`config.mk`:
```
export PLATFORM = sky130hd
export DESIGN_NAME = regfile_write_arbiter_flat
export DESIGN_NICKNAME = d
export VERILOG_FILES = /design/src/rtl/regfile_write_arbiter_pkg.sv /design/src/rtl/regfile_write_arbiter_if.sv /design/src/rtl/regfile_write_arbiter_rr_arbiter2.sv /design/src/rtl/regfile_write_arbiter.sv /design/src/flat_wrapper.sv
export SDC_FILE = /design/constraint.sdc
export NUM_CORES = 1
export LEC_CHECK = 0
export ABC_AREA = 1
export BUFFER_PORTS_ARGS = -buffer_cell sky130_fd_sc_hd__buf_2
export CELL_PAD_IN_SITES_DETAIL_PLACEMENT = 1
export CELL_PAD_IN_SITES_GLOBAL_PLACEMENT = 2
export CORE_ASPECT_RATIO = 0.7
export CORE_MARGIN = 4
export CORE_UTILIZATION = 19
export DETAILED_ROUTE_END_ITERATION = 10
export GPL_TIMING_DRIVEN = 0
export HOLD_SLACK_MARGIN = 0.1
export PLACE_DENSITY_LB_ADDON = 0.15
export SETUP_SLACK_MARGIN = 0.05
export SKIP_CTS_REPAIR_TIMING = 1
export SYNTH_ARGS = -nofsm -noshare
export SYNTH_HDL_FRONTEND = slang
export SYNTH_SLANG_ARGS = --single-unit
```
`constraint.sdc`:
```
create_clock -name clk -period 2 [get_ports clk]
set_input_delay 0.1 -clock clk [delete_from_list [all_inputs] [get_ports clk]]
set_output_delay 0.1 -clock clk [all_outputs]
set_load 0.01 [all_outputs]
```
`src/rtl/regfile_write_arbiter_pkg.sv`:
```
// Shared types and constants for the register-file write arbiter and its
// writeback requesters.
package regfile_write_arbiter_pkg;

  localparam int DEF_ADDR_WIDTH = 8;
  localparam int DEF_DATA_WIDTH = 32;
  localparam int ZERO_REG       = 0;

  typedef struct packed {
    logic                      valid;
    logic [DEF_ADDR_WIDTH-1:0] addr;
    logic [DEF_DATA_WIDTH-1:0] data;
  } wb_req_t;

endpackage

```
`src/rtl/regfile_write_arbiter_if.sv`:
```
// Writeback request, register-file write and read-forwarding signals.
// The master side is the pipeline/register-file; the slave side is the arbiter.
interface regfile_write_arbiter_if #(
  parameter int DATA_WIDTH = 32,
  parameter int ADDR_WIDTH = 8
);
  logic                  req0_valid_in;
  logic                  req0_ready_out;
  logic [ADDR_WIDTH-1:0] req0_addr_in;
  logic [DATA_WIDTH-1:0] req0_data_in;
  logic                  req1_valid_in;
  logic                  req1_ready_out;
  logic [ADDR_WIDTH-1:0] req1_addr_in;
  logic [DATA_WIDTH-1:0] req1_data_in;
  logic                  write_out;
  logic [ADDR_WIDTH-1:0] write_addr_out;
  logic [DATA_WIDTH-1:0] write_data_out;
  logic [ADDR_WIDTH-1:0] read_addr0_in;
  logic [ADDR_WIDTH-1:0] read_addr1_in;
  logic [DATA_WIDTH-1:0] file_data0_in;
  logic [DATA_WIDTH-1:0] file_data1_in;
  logic [DATA_WIDTH-1:0] read_data0_out;
  logic [DATA_WIDTH-1:0] read_data1_out;

  modport master (
    output req0_valid_in, req0_addr_in, req0_data_in,
    output req1_valid_in, req1_addr_in, req1_data_in,
    output read_addr0_in, read_addr1_in, file_data0_in, file_data1_in,
    input  req0_ready_out, req1_ready_out,
    input  write_out, write_addr_out, write_data_out,
    input  read_data0_out, read_data1_out
  );

  modport slave (
    input  req0_valid_in, req0_addr_in, req0_data_in,
    input  req1_valid_in, req1_addr_in, req1_data_in,
    input  read_addr0_in, read_addr1_in, file_data0_in, file_data1_in,
    output req0_ready_out, req1_ready_out,
    output write_out, write_addr_out, write_data_out,
    output read_data0_out, read_data1_out
  );
endinterface

```
`src/rtl/regfile_write_arbiter_rr_arbiter2.sv`:
```
// Two-way round-robin arbiter. The last-grant pointer moves only when a grant
// is issued, so a stalled loser keeps priority for the next conflict.
module rr_arbiter2 (
  input  logic       clk,
  input  logic       reset,
  input  logic       i_en,
  input  logic [1:0] i_req,
  output logic [1:0] o_gnt
);

  logic r_last;

  always_comb begin
    o_gnt = 2'b00;
    if (i_en) begin
      case (i_req)
        2'b01:   o_gnt = 2'b01;
        2'b10:   o_gnt = 2'b10;
        2'b11:   o_gnt = r_last ? 2'b01 : 2'b10;
        default: o_gnt = 2'b00;
      endcase
    end
  end

  // Resetting to 1 hands the very first conflict to requester 0.
  always_ff @(posedge clk) begin
    if (reset)        r_last <= 1'b1;
    else if (|o_gnt)  r_last <= o_gnt[1];
  end

endmodule

```
`src/rtl/regfile_write_arbiter.sv`:
```
// Shares the register-file write port between ALU and load/CSR writeback, with
// a one-stage write register and forwarding of the in-flight write to readers.
module regfile_write_arbiter
  import regfile_write_arbiter_pkg::*;
#(
  parameter int DATA_WIDTH   = DEF_DATA_WIDTH,
  parameter int ADDR_WIDTH   = DEF_ADDR_WIDTH,
  parameter int DEPTH        = 32,
  parameter bit ZERO_DISCARD = 1'b1
) (
  input  logic                    clk,
  input  logic                    reset,
  regfile_write_arbiter_if.slave  bus,
  input  logic                    debugen_in,
  output logic [15:0]             conflict_count_out
);

  localparam logic [ADDR_WIDTH:0]   DEPTH_LIM = (ADDR_WIDTH+1)'(DEPTH);
  localparam logic [ADDR_WIDTH-1:0] ZERO_A    = ADDR_WIDTH'(ZERO_REG);

  logic [1:0]            w_req;
  logic [1:0]            w_gnt;
  logic                  w_hs;
  logic                  w_drop;
  logic [ADDR_WIDTH-1:0] w_addr;
  logic [DATA_WIDTH-1:0] w_data;

  logic                  r_wv;
  logic [ADDR_WIDTH-1:0] r_wa;
  logic [DATA_WIDTH-1:0] r_wd;

  assign w_req = {bus.req1_valid_in, bus.req0_valid_in};

  rr_arbiter2 u_arb (
    .clk   (clk),
    .reset (reset),
    .i_en  (!reset),
    .i_req (w_req),
    .o_gnt (w_gnt)
  );

  assign bus.req0_ready_out = w_gnt[0];
  assign bus.req1_ready_out = w_gnt[1];

  assign w_hs   = |w_gnt;
  assign w_addr = w_gnt[1] ? bus.req1_addr_in : bus.req0_addr_in;
  assign w_data = w_gnt[1] ? bus.req1_data_in : bus.req0_data_in;

  // Dropped writes still handshake so the requester is never stalled on them.
  assign w_drop = (ZERO_DISCARD && (w_addr == ZERO_A)) ||
                  ({1'b0, w_addr} >= DEPTH_LIM);

  always_ff @(posedge clk) begin
    if (reset) begin
      r_wv <= 1'b0;
      r_wa <= '0;
      r_wd <= '0;
    end else begin
      r_wv <= w_hs && !w_drop;
      r_wa <= w_addr;
      r_wd <= w_data;
    end
  end

  assign bus.write_out      = r_wv;
  assign bus.write_addr_out = r_wa;
  assign bus.write_data_out = r_wd;

  always_ff @(posedge clk) begin
    if (reset)
      conflict_count_out <= 16'd0;
    else if (&w_req && (conflict_count_out != 16'hFFFF))
      conflict_count_out <= conflict_count_out + 16'd1;
  end

  // The file only holds a write from the cycle after write_out, so the
  // pipeline register is the freshest copy while it is valid.
  always_comb begin
    bus.read_data0_out = bus.file_data0_in;
    if (ZERO_DISCARD && (bus.read_addr0_in == ZERO_A))
      bus.read_data0_out = '0;
    else if (r_wv && (r_wa == bus.read_addr0_in))
      bus.read_data0_out = r_wd;
  end

  always_comb begin
    bus.read_data1_out = bus.file_data1_in;
    if (ZERO_DISCARD && (bus.read_addr1_in == ZERO_A))
      bus.read_data1_out = '0;
    else if (r_wv && (r_wa == bus.read_addr1_in))
      bus.read_data1_out = r_wd;
  end

`ifndef SYNTHESIS
  always_ff @(posedge clk) begin
    if (debugen_in)
      $display("rfwa t=%0t gnt=%b wv=%b wa=%0d wd=%h rd0=%h rd1=%h",
               $time, w_gnt, r_wv, r_wa, r_wd,
               bus.read_data0_out, bus.read_data1_out);
  end
`endif

endmodule

```
`src/flat_wrapper.sv`:
```
// flat-port wrapper written by rule: the top's interface ports become plain ports
module regfile_write_arbiter_flat import regfile_write_arbiter_pkg::*;
#(
  parameter int DATA_WIDTH   = DEF_DATA_WIDTH,
  parameter int ADDR_WIDTH   = DEF_ADDR_WIDTH,
  parameter int DEPTH        = 32,
  parameter bit ZERO_DISCARD = 1'b1
)
  (clk, reset, debugen_in, conflict_count_out, bus_req0_valid_in, bus_req0_addr_in, bus_req0_data_in, bus_req1_valid_in, bus_req1_addr_in, bus_req1_data_in, bus_read_addr0_in, bus_read_addr1_in, bus_file_data0_in, bus_file_data1_in, bus_req0_ready_out, bus_req1_ready_out, bus_write_out, bus_write_addr_out, bus_write_data_out, bus_read_data0_out, bus_read_data1_out);
  regfile_write_arbiter_if #(.DATA_WIDTH(DATA_WIDTH), .ADDR_WIDTH(ADDR_WIDTH)) bus_i ();
  input  logic clk;
  input  logic reset;
  input  logic debugen_in;
  output logic [15:0] conflict_count_out;
  input wire logic [$bits(bus_i.req0_valid_in)-1:0] bus_req0_valid_in;
  input wire logic [$bits(bus_i.req0_addr_in)-1:0] bus_req0_addr_in;
  input wire logic [$bits(bus_i.req0_data_in)-1:0] bus_req0_data_in;
  input wire logic [$bits(bus_i.req1_valid_in)-1:0] bus_req1_valid_in;
  input wire logic [$bits(bus_i.req1_addr_in)-1:0] bus_req1_addr_in;
  input wire logic [$bits(bus_i.req1_data_in)-1:0] bus_req1_data_in;
  input wire logic [$bits(bus_i.read_addr0_in)-1:0] bus_read_addr0_in;
  input wire logic [$bits(bus_i.read_addr1_in)-1:0] bus_read_addr1_in;
  input wire logic [$bits(bus_i.file_data0_in)-1:0] bus_file_data0_in;
  input wire logic [$bits(bus_i.file_data1_in)-1:0] bus_file_data1_in;
  output wire logic [$bits(bus_i.req0_ready_out)-1:0] bus_req0_ready_out;
  output wire logic [$bits(bus_i.req1_ready_out)-1:0] bus_req1_ready_out;
  output wire logic [$bits(bus_i.write_out)-1:0] bus_write_out;
  output wire logic [$bits(bus_i.write_addr_out)-1:0] bus_write_addr_out;
  output wire logic [$bits(bus_i.write_data_out)-1:0] bus_write_data_out;
  output wire logic [$bits(bus_i.read_data0_out)-1:0] bus_read_data0_out;
  output wire logic [$bits(bus_i.read_data1_out)-1:0] bus_read_data1_out;
  assign bus_i.req0_valid_in = bus_req0_valid_in;
  assign bus_i.req0_addr_in = bus_req0_addr_in;
  assign bus_i.req0_data_in = bus_req0_data_in;
  assign bus_i.req1_valid_in = bus_req1_valid_in;
  assign bus_i.req1_addr_in = bus_req1_addr_in;
  assign bus_i.req1_data_in = bus_req1_data_in;
  assign bus_i.read_addr0_in = bus_read_addr0_in;
  assign bus_i.read_addr1_in = bus_read_addr1_in;
  assign bus_i.file_data0_in = bus_file_data0_in;
  assign bus_i.file_data1_in = bus_file_data1_in;
  assign bus_req0_ready_out = bus_i.req0_ready_out;
  assign bus_req1_ready_out = bus_i.req1_ready_out;
  assign bus_write_out = bus_i.write_out;
  assign bus_write_addr_out = bus_i.write_addr_out;
  assign bus_write_data_out = bus_i.write_data_out;
  assign bus_read_data0_out = bus_i.read_data0_out;
  assign bus_read_data1_out = bus_i.read_data1_out;
  regfile_write_arbiter #(.DATA_WIDTH(DATA_WIDTH), .ADDR_WIDTH(ADDR_WIDTH), .DEPTH(DEPTH), .ZERO_DISCARD(ZERO_DISCARD)) u_core (.clk(clk), .reset(reset), .bus(bus_i), .debugen_in(debugen_in), .conflict_count_out(conflict_count_out));
endmodule
```
==> results of run 1 <==
-- worst paths after layout --
check / cells after the start / end / slack [ns] / start
setup / recovery: 9 / bus_read_data0_out[21] / -0.04 / u_core.bus.write_addr_out[4]$_SDFF_PP0_
hold / removal: 3 / u_core.bus.write_data_out[7]$_SDFF_PP0_ / 0.04 / bus_req0_data_in[7]
setup reg to reg: 9 / u_core.conflict_count_out[3]$_SDFFE_PP0P_ / 0.25 / u_core.conflict_count_out[0]$_SDFFE_PP0P_
hold reg to reg: 2 / u_core.conflict_count_out[5]$_SDFFE_PP0P_ / 0.55 / u_core.conflict_count_out[5]$_SDFFE_PP0P_
-- registers in the layout, summed over array words and instances (netlist names) --
signal	flops
u_core.bus.write_data_out	32
u_core.conflict_count_out	16
u_core.bus.write_addr_out	8
u_core.bus.write_out	1
u_core.u_arb.r_last	1
-- stage by stage --
stage / setup TNS [ns] / hold WS [ns] / cell area, um2
CTS: -16.80 / -0.01186 / 6309
detailed placement: 0 / 0.3426 / 6022
finish: -0.04262 / 0.03897 / 7565
floorplan: 0 / 0.2291 / 4238
global placement: -0.01406 / 0.3271 / 6022
global route: -3.953 / 0.1007 / 7565
-- layout make-up --
class                   instances  area [um2]  share of cell area, %
diodes                          1       2.502                0.03308
well taps                     282       352.8                  4.664
plain buffers                  39       304.0                  4.019
clock inverters                 3       40.04                 0.5293
repair buffers                373        2375                  31.39
flip-flops and latches         58        1187                  15.70
clock buffers                  12       246.5                  3.258
multi-input cells             597        2755                  36.42
inverters                      79       301.5                  3.986
-- worst reg2reg max path, delay by kind of cell (launching register included) --
| family | cells | cell delay, ns |
|---|---|---|
| AO/OA/AOI/OAI | 1 | 0.14 |
| flip-flops | 1 | 0.37 |
| adder cells (fa/ha/maj) | 1 | 0.25 |
| buffers and inverters | 2 | 0.40 |
| AND/OR/NAND/NOR | 5 | 0.53 |
-- power by group through the flow --
stage / logic, W / registers (W) / clock network [W]
6_report: 0.00103 / 0.00127 / 0.00156
5_1_grt: 0.00114 / 0.00128 / 0.00165
4_1_cts: 0.000858 / 0.00127 / 0.00162
3_5_place_dp: 0.000854 / 0.00130 / 0
3_3_place_gp: 0.000855 / 0.00129 / 0
2_1_floorplan: 0.000378 / 0.00131 / 0
-- layer usage --
layer	track usage [%]	part of all wire (%)	up-vias
li1	-	-	3148
met1	24.32	47	2790
met2	26.85	45	187
met3	5.670	6.2	21
met4	3.489	1.3	0
met5	0	0	-
-- cells in the mapped netlist, drive strengths merged --
library cell | number | area, um2
o21ai | 18 | 90.08
nor3b | 2 | 25.02
nand2 | 237 | 897.1
dfxtp | 58 | 1161
nor4 | 4 | 25.02
inv | 79 | 299.0
nand3 | 74 | 370.4
nor3 | 2 | 10.01
nor2 | 202 | 793.3
xnor2 | 3 | 26.28
o211ai | 1 | 7.510
ha | 1 | 12.51
xor2 | 6 | 52.55
buf | 23 | 130.1
nand3b | 2 | 15.01
a21oi | 39 | 225.2
nand4 | 6 | 37.54
clkbuf | 16 | 60.06
-- cell families after synthesis --
logic type,count (synthesis),synth area share (%)
buffers and inverters,118,11.54
xor gates and xnor gates,9,1.860
and+or+nand+nor,529,51.28
DFF,58,27.40
adders and majority gates,1,0.2952
AOI/OAI and AO/OA,58,7.617
-- cell usage in the layout, fill, tap and decap left out, types with 2 or more instances in the layout --
master         netlist  final
nand2_1            234    224
nand3_2              0      2
xor2_1               6      5
a21oi_1             31     31
nand3_1             74     72
clkbuf_1            16     18
inv_2                3      6
buf_4                3     11
inv_4                1      2
buf_8                1      7
clkbuf_4             0      2
buf_1                2      2
nand3b_1             2      2
dfxtp_1             58     49
xnor2_1              3      3
nor2_2               5     17
clkbuf_16            0     12
o21ai_0             17     17
nor3_1               2      2
nor2_1             194    171
nand4_1              6      6
a21oi_2              8      8
nor2_4               3     14
dfxtp_4              0      6
nor3b_4              0      2
dlygate4sd3_1        0     69
nor4_1               4      4
inv_1               75     71
dfxtp_2              0      3
buf_6                0      9
buf_2               17    288
buf_12               0      5
nand2_2              3     13
clkinv_2             0      2
==> impl_metrics.py, run 1 <==
metrics = {
    "yosys": {
        "ys_seq_elements": 58,
        "yosys_warnings": 0,
        "post_synth.cell_area_avg_um2": 5.482,
        "synthCells": 773,
        "synthesis.area_um2": 4238,
        "synth_cell_types": 28,
        "synth_fp_nets": 939,
        "synth.yosys.seq_area_share_pct": 27.40,
    },
    "critical_path": {
        "path_class": "reg2out",
        "worst_path_max_delay_cell": "dfxtp_4",
        "crit_chain": "inv_2 > nor2_1 > nor3b_4 > buf_4 > buf_6 > nand3_1 > nand2_1 > nor2_1 > buf_2",
        "crit_path_end_kind": "output pin",
        "required_ns": 1.90,
        "startpoint_type": "flop",
        "cp_max_fo": 10,
        "cpPeakStageDelay_ns": 0.37,
        "crit_family": "simple AND/OR/NAND/NOR gates",
        "path_buf_inv": 4,
        "crit_arrival_ns": 1.94,
        "critPathMostFrequentCell": "nor2_1",
    },
    "pwr": {
        "p_leak_nw": 4.043,
        "finalPower_w": 0.003863,
        "p_comb_share_pct": 26.7,
        "switchingPower_w": 0.001187,
        "p_int_w": 0.002676,
        "pwr-share-clk_pct": 40.4,
        "ir_drop_uv": 297.4,
        "pwr-share-seq_pct": 32.9,
        "power_density_nw_per_um2": 510.7,
        "switching_share_pct": 30.72,
    },
    "floorplanning": {
        "die_x_um": 186.5,
        "rows": 45,
        "core-area_um2": 21790,
        "ioPinCount": 288,
        "die_area_um2": 24800,
        "start_util_pct": 19.45,
        "fp.dieH_um": 133.0,
    },
    "clock_tree": {
        "insertion_delay_ns": 0.34,
        "clockRootBuffer": "clkbuf_16",
        "numCtsBuffers": 9,
        "clk_path_buf_depth": 2,
        "path_clk_slew_ns": 0.05,
        "htree_levels": 3,
        "cts_tree": "done",
        "clock_sinks": 58,
    },
    "global_route": {
        "antenna_found_initial": 1,
        "grt_use_total_pct": 17.54,
        "grt_pass1_wl_um": 34330,
        "grt_pass1_vias": 5939,
        "grt_start_max_net_pins": 11,
        "overflow": 0,
    },
    "final_layout": {
        "post-route-util_pct": 34.72,
        "syn2layout_area_growth_pct": 78.51,
        "nFillCells": 2898,
        "drive_above_1_share_pct": 35.49,
        "fin_cells": 1444,
        "fin_nets": 1323,
    },
    "route": {
        "dr.pass1.iters": 4,
        "drc": 0,
        "dr_total_vias": 6146,
        "drt_wl_total_um": 24150,
        "routedWlPerCell_um": 16.72,
        "ant_nets": 0,
        "drt_iter0_drc": 221,
        "vias_per_cell": 4.256,
    },
    "sta": {
        "timing.final.ws_setup_ns": -0.03730,
        "slew_violations": 0,
        "finalClockSkew_ns": 0.006500,
        "tightest_slew_ns": 0.6549,
        "period_share_pct": 101.9,
        "setup-violations-final": 2,
        "relSlewSlack_pct": 56.34,
        "min_period_ns": 2.037,
        "rsz0062_at_grt": "yes",
        "achievable-frequency_mhz": 490.8,
        "hold_viol_final": 0,
    },
    "placed_design": {
        "hpwl_um": 18840,
        "dp_slack_ns": 0.02148,
        "gp_congestion": 0.7598,
        "port_buffers": 286,
        "place_inst": 1341,
    },
    "run_status": {
        "violations": "setup timing",
        "status": "finished, violations left",
    },
    "job": {
        "maxCapViolations": 0,
    },
    "worst_hold_path": {
        "min_path_type": "in2reg",
    },
}
(Power assumes the default switching activity.)
==> run 2: changes to the inputs <==
--- a/config.mk
+++ b/config.mk
@@ -20,4 +20,5 @@
 export SKIP_CTS_REPAIR_TIMING = 1
 export SYNTH_ARGS = -nofsm -noshare
 export SYNTH_HDL_FRONTEND = slang
+export SYNTH_HIERARCHICAL = 1
 export SYNTH_SLANG_ARGS = --single-unit
==> impl_metrics.py, run 2 <==
metrics = {
    "sta": {
        "hold_viol_final": 0,
        "timing.final.ws_setup_ns": 0.01189,
        "setup-violations-final": 0,
        "achievable-frequency_mhz": 503.0,
        "fin_setup_tns_ns": 0,
        "tightest_slew_ns": 0.6526,
        "slew_violations": 0,
        "whs_ns": 0.01430,
        "relSlewSlack_pct": 56.50,
        "rsz0062_at_grt": "yes",
        "period_share_pct": 99.41,
        "min_period_ns": 1.988,
        "finalClockSkew_ns": 0.007519,
    },
    "route": {
        "vias_per_cell": 4.297,
        "drt_iter0_drc": 213,
        "drt_wl_total_um": 24100,
        "ant_nets": 0,
        "routedWlPerCell_um": 16.83,
        "dr.pass1.iters": 4,
        "dr_total_vias": 6153,
        "drc": 0,
    },
    "clock_tree": {
        "clk_path_buf_depth": 2,
        "clockRootBuffer": "clkbuf_16",
        "path_clk_slew_ns": 0.05,
        "clock_sinks": 58,
        "numCtsBuffers": 9,
        "htree_levels": 3,
        "cts_tree": "done",
        "insertion_delay_ns": 0.33,
    },
    "yosys": {
        "ys.flop_type": "dfxtp_1",
        "synth_fp_nets": 919,
        "synth_edf_count": 0,
        "synth.most_common_cell": "nor2_1",
        "ys_seq_elements": 58,
        "synthesis.area_um2": 4217,
        "synth_area_leaders": "dfxtp_1, nor2_1, nand2_1, nand3_1, inv_1",
        "synthTopCellsByCount": "nor2_1, nand2_1, nand3_1, inv_1, dfxtp_1",
        "synth.yosys.seq_area_share_pct": 27.54,
        "yosys_warnings": 6,
        "synth_cell_types": 32,
        "synth_top_area_cell": "dfxtp_1",
        "synth-async-reset-ratio_pct": 0,
        "post_synth.cell_area_avg_um2": 5.600,
        "yosysTopAreaCellShare_pct": 27.54,
        "synthCells": 753,
    },
    "global_route": {
        "grt_start_max_net_pins": 12,
        "antenna_found_initial": 0,
        "use_met3_pct": 4.974,
        "use_met2_pct": 27.18,
        "overflow": 0,
        "grt_pass1_vias": 5864,
        "busiest_layer": "met2",
        "grt_use_total_pct": 17.37,
        "grt_pass1_wl_um": 33490,
        "grtUsageMet1_pct": 23.91,
    },
    "final_layout": {
        "mostFrequentLayoutCells": "buf_2, nor2_1, nand2_1",
        "stdcell_area_um2": 8287,
        "fin_nets": 1311,
        "antennaDiodeCount": 0,
        "syn2layout_area_growth_pct": 96.53,
        "mostFrequentLayoutCell": "buf_2",
        "fin_cells": 1432,
        "largest_reg_flops": 32,
        "drive_above_1_share_pct": 48.17,
    },
    "pwr": {
        "p_leak_nw": 4.180,
        "power_density_nw_per_um2": 485.7,
        "ir_drop_uv": 348.1,
    },
    "placed_design": {
        "dp_slack_ns": -0.9970,
        "gp_congestion": 0.8230,
        "hpwl_um": 18560,
        "placed_area_um2": 6001,
        "place_inst": 1321,
        "port_buffers": 286,
    },
    "critical_path": {
        "crit_path_end_kind": "output pin",
        "required_ns": 1.90,
        "r2r-end": "u_core/conflict_count_out[14]$_SDFFE_PP0P_",
        "cp_max_fo": 8,
        "rr_startpoint": "u_core/conflict_count_out[0]$_SDFFE_PP0P_",
        "startpoint_type": "flop",
        "rr_worst_depth": 8,
        "path_class": "reg2out",
        "reg2reg_slack_ns": 0.29,
        "crit_arrival_ns": 1.89,
    },
    "worst_hold_path": {
        "min_path_type": "in2reg",
        "min_path_cells": 3,
        "holdCritStartpoint": "bus_req0_data_in[2]",
        "hold_end": "u_core/bus.write_data_out[2]$_SDFF_PP0_",
    },
    "floorplanning": {
        "fp.dieH_um": 132.6,
        "start_util_pct": 19.40,
        "rows": 45,
        "die_x_um": 186.1,
        "die_area_um2": 24680,
        "core-area_um2": 21730,
        "ioPinCount": 288,
    },
    "run_status": {
        "status": "finished, final reports clean",
    },
    "job": {
        "maxCapViolations": 0,
    },
}
-- run 2: cell types whose count changed after synthesis, moves of 7 or more --
cell / previous run / this run
nand2_1: 234 / 158
nor2_1: 194 / 244
nand3_1: 74 / 83
a21oi_1: 31 / 17
o21ai_0: 17 / 36
inv_1: 75 / 68
buf_6: 0 / 8
a21oi_2: 8 / 0
-- run 2: logic make-up (layout without fill, tap and decap cells) --
| family | count (synthesis) | count (layout) | share of synthesized area (%) |
|---|---|---|---|
| adders and majority gates | 1 | 1 | 0.2967 |
| xor gates and xnor gates | 1 | 1 | 0.2078 |
| DFF | 58 | 58 | 27.54 |
| AOI/OAI and AO/OA | 58 | 58 | 7.211 |
| and+or+nand+nor | 518 | 518 | 51.87 |
| muxes | 1 | 1 | 0.2374 |
| buffers and inverters | 116 | 513 | 12.64 |
-- run 2: power breakdown --
part,internal [W],leakage [nW],total (W),switching [W]
Clock,0.00112,0.156,0.00169,0.000573
Combinational,0.000487,3.54,0.00106,0.000577
Sequential,0.00122,0.484,0.00127,0.0000500
-- run 2: how the worst max path moves through the flow --
stage	from	depth (start not counted)	to
after floorplan	reset	13	u_core/bus.write_out$_SDFF_PP0_
after global placement	reset	13	u_core/bus.write_out$_SDFF_PP0_
after detailed placement	reset	13	u_core/bus.write_out$_SDFF_PP0_
after CTS	reset	13	u_core/bus.write_out$_SDFF_PP0_
after global routing	u_core/bus.write_addr_out[7]$_SDFF_PP0_	12	bus_read_data1_out[21]
final	u_core/bus.write_addr_out[7]$_SDFF_PP0_	12	bus_read_data1_out[29]
-- run 2: per-layer routing --
layer | vias up | routed length, um
li1 | 3117 | -
met1 | 2851 | 11370
met2 | 170 | 11090
met3 | 15 | 1366
met4 | 0 | 272
met5 | - | 0
-- run 2: final cells by class --
cell class | count | area, um2
clock inverter | 5 | 77.57
inverter | 76 | 295.3
timing repair buffer | 381 | 2534
sequential | 58 | 1190
fill | 2839 | 13450
buffer | 40 | 381.6
tap | 282 | 352.8
clock buffer | 11 | 242.7
multi-input combinational | 579 | 3213
-- run 2: critical path: stages, from the launching register on --
cell and delay [ns]:
dfxtp_2 0.36, inv_2 0.06, nand2_1 0.07, nand2_2 0.06
nor2_4 0.14, nand2_2 0.09, nor2_4 0.12, buf_12 0.15
buf_8 0.13, nand3_2 0.08, nand2_2 0.10, nor2_4 0.06
buf_6 0.11
-- run 2: metrics by stage --
| stage | utilization [%] | power (W) |
|---|---|---|
| 2_1_floorplan | - | 0.001663 |
| 3_3_place_gp | 27.61 | 0.002093 |
| 3_5_place_dp | 27.61 | 0.002095 |
| 4_1_cts | 29.08 | 0.003819 |
| 5_1_grt | 38.13 | 0.004242 |
| 6_report | 38.13 | 0.004025 |
==> run 3: changes to the inputs <==
--- a/config.mk
+++ b/config.mk
@@ -11,7 +11,7 @@
 export CELL_PAD_IN_SITES_GLOBAL_PLACEMENT = 2
 export CORE_ASPECT_RATIO = 0.7
 export CORE_MARGIN = 4
-export CORE_UTILIZATION = 19
+export CORE_UTILIZATION = 17
 export DETAILED_ROUTE_END_ITERATION = 10
 export GPL_TIMING_DRIVEN = 0
 export HOLD_SLACK_MARGIN = 0.1
@@ -20,5 +20,4 @@
 export SKIP_CTS_REPAIR_TIMING = 1
 export SYNTH_ARGS = -nofsm -noshare
 export SYNTH_HDL_FRONTEND = slang
-export SYNTH_HIERARCHICAL = 1
 export SYNTH_SLANG_ARGS = --single-unit
==> constraint.sdc (replaced) <==
create_clock -name clk -period 1.6 [get_ports clk]
set_input_delay 0.08 -clock clk [delete_from_list [all_inputs] [get_ports clk]]
set_output_delay 0.08 -clock clk [all_outputs]
set_load 0.01 [all_outputs]
==> impl_metrics.py, run 3 (same netlist as run 1, synthesis figures left out) <==
metrics = {
    "global_route": {
        "grt_start_max_net_pins": 11,
        "grt_use_total_pct": 16.33,
        "antenna_found_initial": 0,
        "grt_pass1_vias": 6007,
        "grt_pass1_wl_um": 35070,
        "overflow": 0,
    },
    "critical_path": {
        "cp_max_fo": 10,
        "rr_startpoint": "u_core.conflict_count_out[0]$_SDFFE_PP0P_",
        "path_class": "reg2out",
        "crit_arrival_ns": 1.90,
        "startpoint_type": "flop",
        "required_ns": 1.52,
        "rr_worst_depth": 10,
        "crit_path_end_kind": "output pin",
        "cp-startpoint": "u_core.bus.write_addr_out[4]$_SDFF_PP0_",
    },
    "pwr": {
        "switching_share_pct": 30.87,
        "p_int_w": 0.003412,
        "pwr-share-seq_pct": 32.1,
        "switchingPower_w": 0.001524,
        "power_density_nw_per_um2": 610.5,
        "pwr-share-clk_pct": 40.8,
        "p_comb_share_pct": 27.1,
        "ir_drop_uv": 385.7,
        "p_leak_nw": 4.191,
    },
    "final_layout": {
        "antennaDiodeCount": 0,
        "largest_reg_flops": 32,
        "nFillCells": 3204,
        "fin_nets": 1328,
        "stdcell_area_um2": 8085,
        "mostFrequentLayoutCell": "buf_2",
        "drive_above_1_share_pct": 40.79,
        "mostFrequentLayoutCells": "buf_2, nand2_1, nor2_1",
        "syn2layout_area_growth_pct": 90.79,
    },
    "route": {
        "vias_per_cell": 4.104,
        "routedWlPerCell_um": 16.51,
        "ant_nets": 0,
        "drc": 0,
        "drt_wl_total_um": 24640,
        "dr_total_vias": 6123,
        "dr.pass1.iters": 4,
        "drt_iter0_drc": 169,
    },
    "floorplanning": {
        "ioPinCount": 288,
        "die_area_um2": 27560,
        "die_x_um": 196.7,
        "rows": 48,
        "core-area_um2": 24560,
        "fp.dieH_um": 140.1,
        "start_util_pct": 17.25,
    },
    "sta": {
        "setup-violations-final": 64,
        "relSlewSlack_pct": 54.83,
        "achievable-frequency_mhz": 506.3,
        "timing.final.ws_setup_ns": -0.3750,
        "tightest_slew_ns": 0.6775,
        "finalClockSkew_ns": 0.008643,
        "slew_violations": 0,
        "hold_viol_final": 0,
        "min_period_ns": 1.975,
        "whs_ns": 0.06054,
        "rsz0062_at_grt": "yes",
        "period_share_pct": 123.4,
    },
    "clock_tree": {
        "clk_path_buf_depth": 2,
        "cts_tree": "done",
        "insertion_delay_ns": 0.34,
        "clock_sinks": 58,
        "numCtsBuffers": 9,
        "htree_levels": 3,
        "path_clk_slew_ns": 0.05,
        "clockRootBuffer": "clkbuf_16",
    },
    "worst_hold_path": {
        "min_path_type": "in2reg",
        "min_path_cells": 3,
        "holdCritStartpoint": "bus_req1_addr_in[3]",
    },
    "placed_design": {
        "placed_area_um2": 6076,
        "port_buffers": 286,
        "hpwl_um": 19470,
        "gp_congestion": 0.7826,
    },
    "job": {
        "maxCapViolations": 0,
    },
    "run_status": {
        "violations": "setup timing",
        "status": "finished, violations left",
    },
}
run 3: cell types whose count changed in the layout (fill, tap and decap cells not counted), moves of 10 or more:
| cell | previous run | this run |
|---|---|---|
| a21oi_1 | 17 | 31 |
| o21ai_0 | 33 | 13 |
| nand2_2 | 54 | 26 |
| nor2_1 | 200 | 171 |
| nand3_1 | 31 | 55 |
| nand3_2 | 52 | 18 |
| nor2_4 | 23 | 9 |
| dfxtp_1 | 49 | 38 |
| inv_1 | 61 | 71 |
| nand2_1 | 104 | 202 |
run 3: worst paths after layout:
path                                                 to  slack [ns]
max                              bus_read_data1_out[23]       -0.38
min             u_core.bus.write_addr_out[3]$_SDFF_PP0_        0.06
max reg2reg   u_core.conflict_count_out[7]$_SDFFE_PP0P_        0.13
min reg2reg  u_core.conflict_count_out[11]$_SDFFE_PP0P_        0.50
run 3: through the flow:
step	utilization [%]	TNS (ns)	setup slack [ns]	power (W)	cells
after floorplan	-	0	0.05854	0.002114	773
after global placement	24.74	-22.18	-0.3976	0.002693	1384
after detailed placement	24.74	-23.36	-0.4191	0.002694	1384
after CTS	25.98	-48.05	-0.8039	0.004778	1400
after global routing	32.92	-27.53	-0.4737	0.005235	1492
final	32.92	-19.13	-0.3750	0.004936	1492
run 3: worst max-delay path, stage by stage (launching register included):
cell and delay [ns]:
dfxtp_4 0.36, xor2_2 0.17, nor3b_4 0.23, buf_12 0.16, clkbuf_4 0.25, nand3_2 0.11
nand2_2 0.08, nor2_1 0.06, buf_2 0.14
run 3: final cells by class:
cell class	instances	area (um2)	share of cell area (%)
multi-input cells	597	2943	36.40
repair buffers	378	2570	31.79
flip-flops and latches	58	1216	15.04
well taps	325	406.6	5.029
plain buffers	39	337.8	4.178
inverters	79	306.5	3.791
clock buffers	11	252.7	3.126
clock inverters	5	52.55	0.6500
run 3: power by group through the flow:
stage / registers, W / logic [W] / clock network [W]
global route: 0.00160 / 0.00148 / 0.00215
floorplan: 0.00164 / 0.000473 / 0
finish: 0.00159 / 0.00134 / 0.00201
global placement: 0.00162 / 0.00107 / 0
CTS: 0.00159 / 0.00108 / 0.00211
detailed placement: 0.00162 / 0.00107 / 0
run 3: layer usage:
| metal | GRT usage (%) | vias up | wire [um] |
|---|---|---|---|
| li1 | - | 3163 | - |
| met1 | 22.48 | 2767 | 11660 |
| met2 | 25.22 | 175 | 11080 |
| met3 | 4.737 | 18 | 1666 |
| met4 | 4.048 | 0 | 231 |
| met5 | 0 | - | 0 |
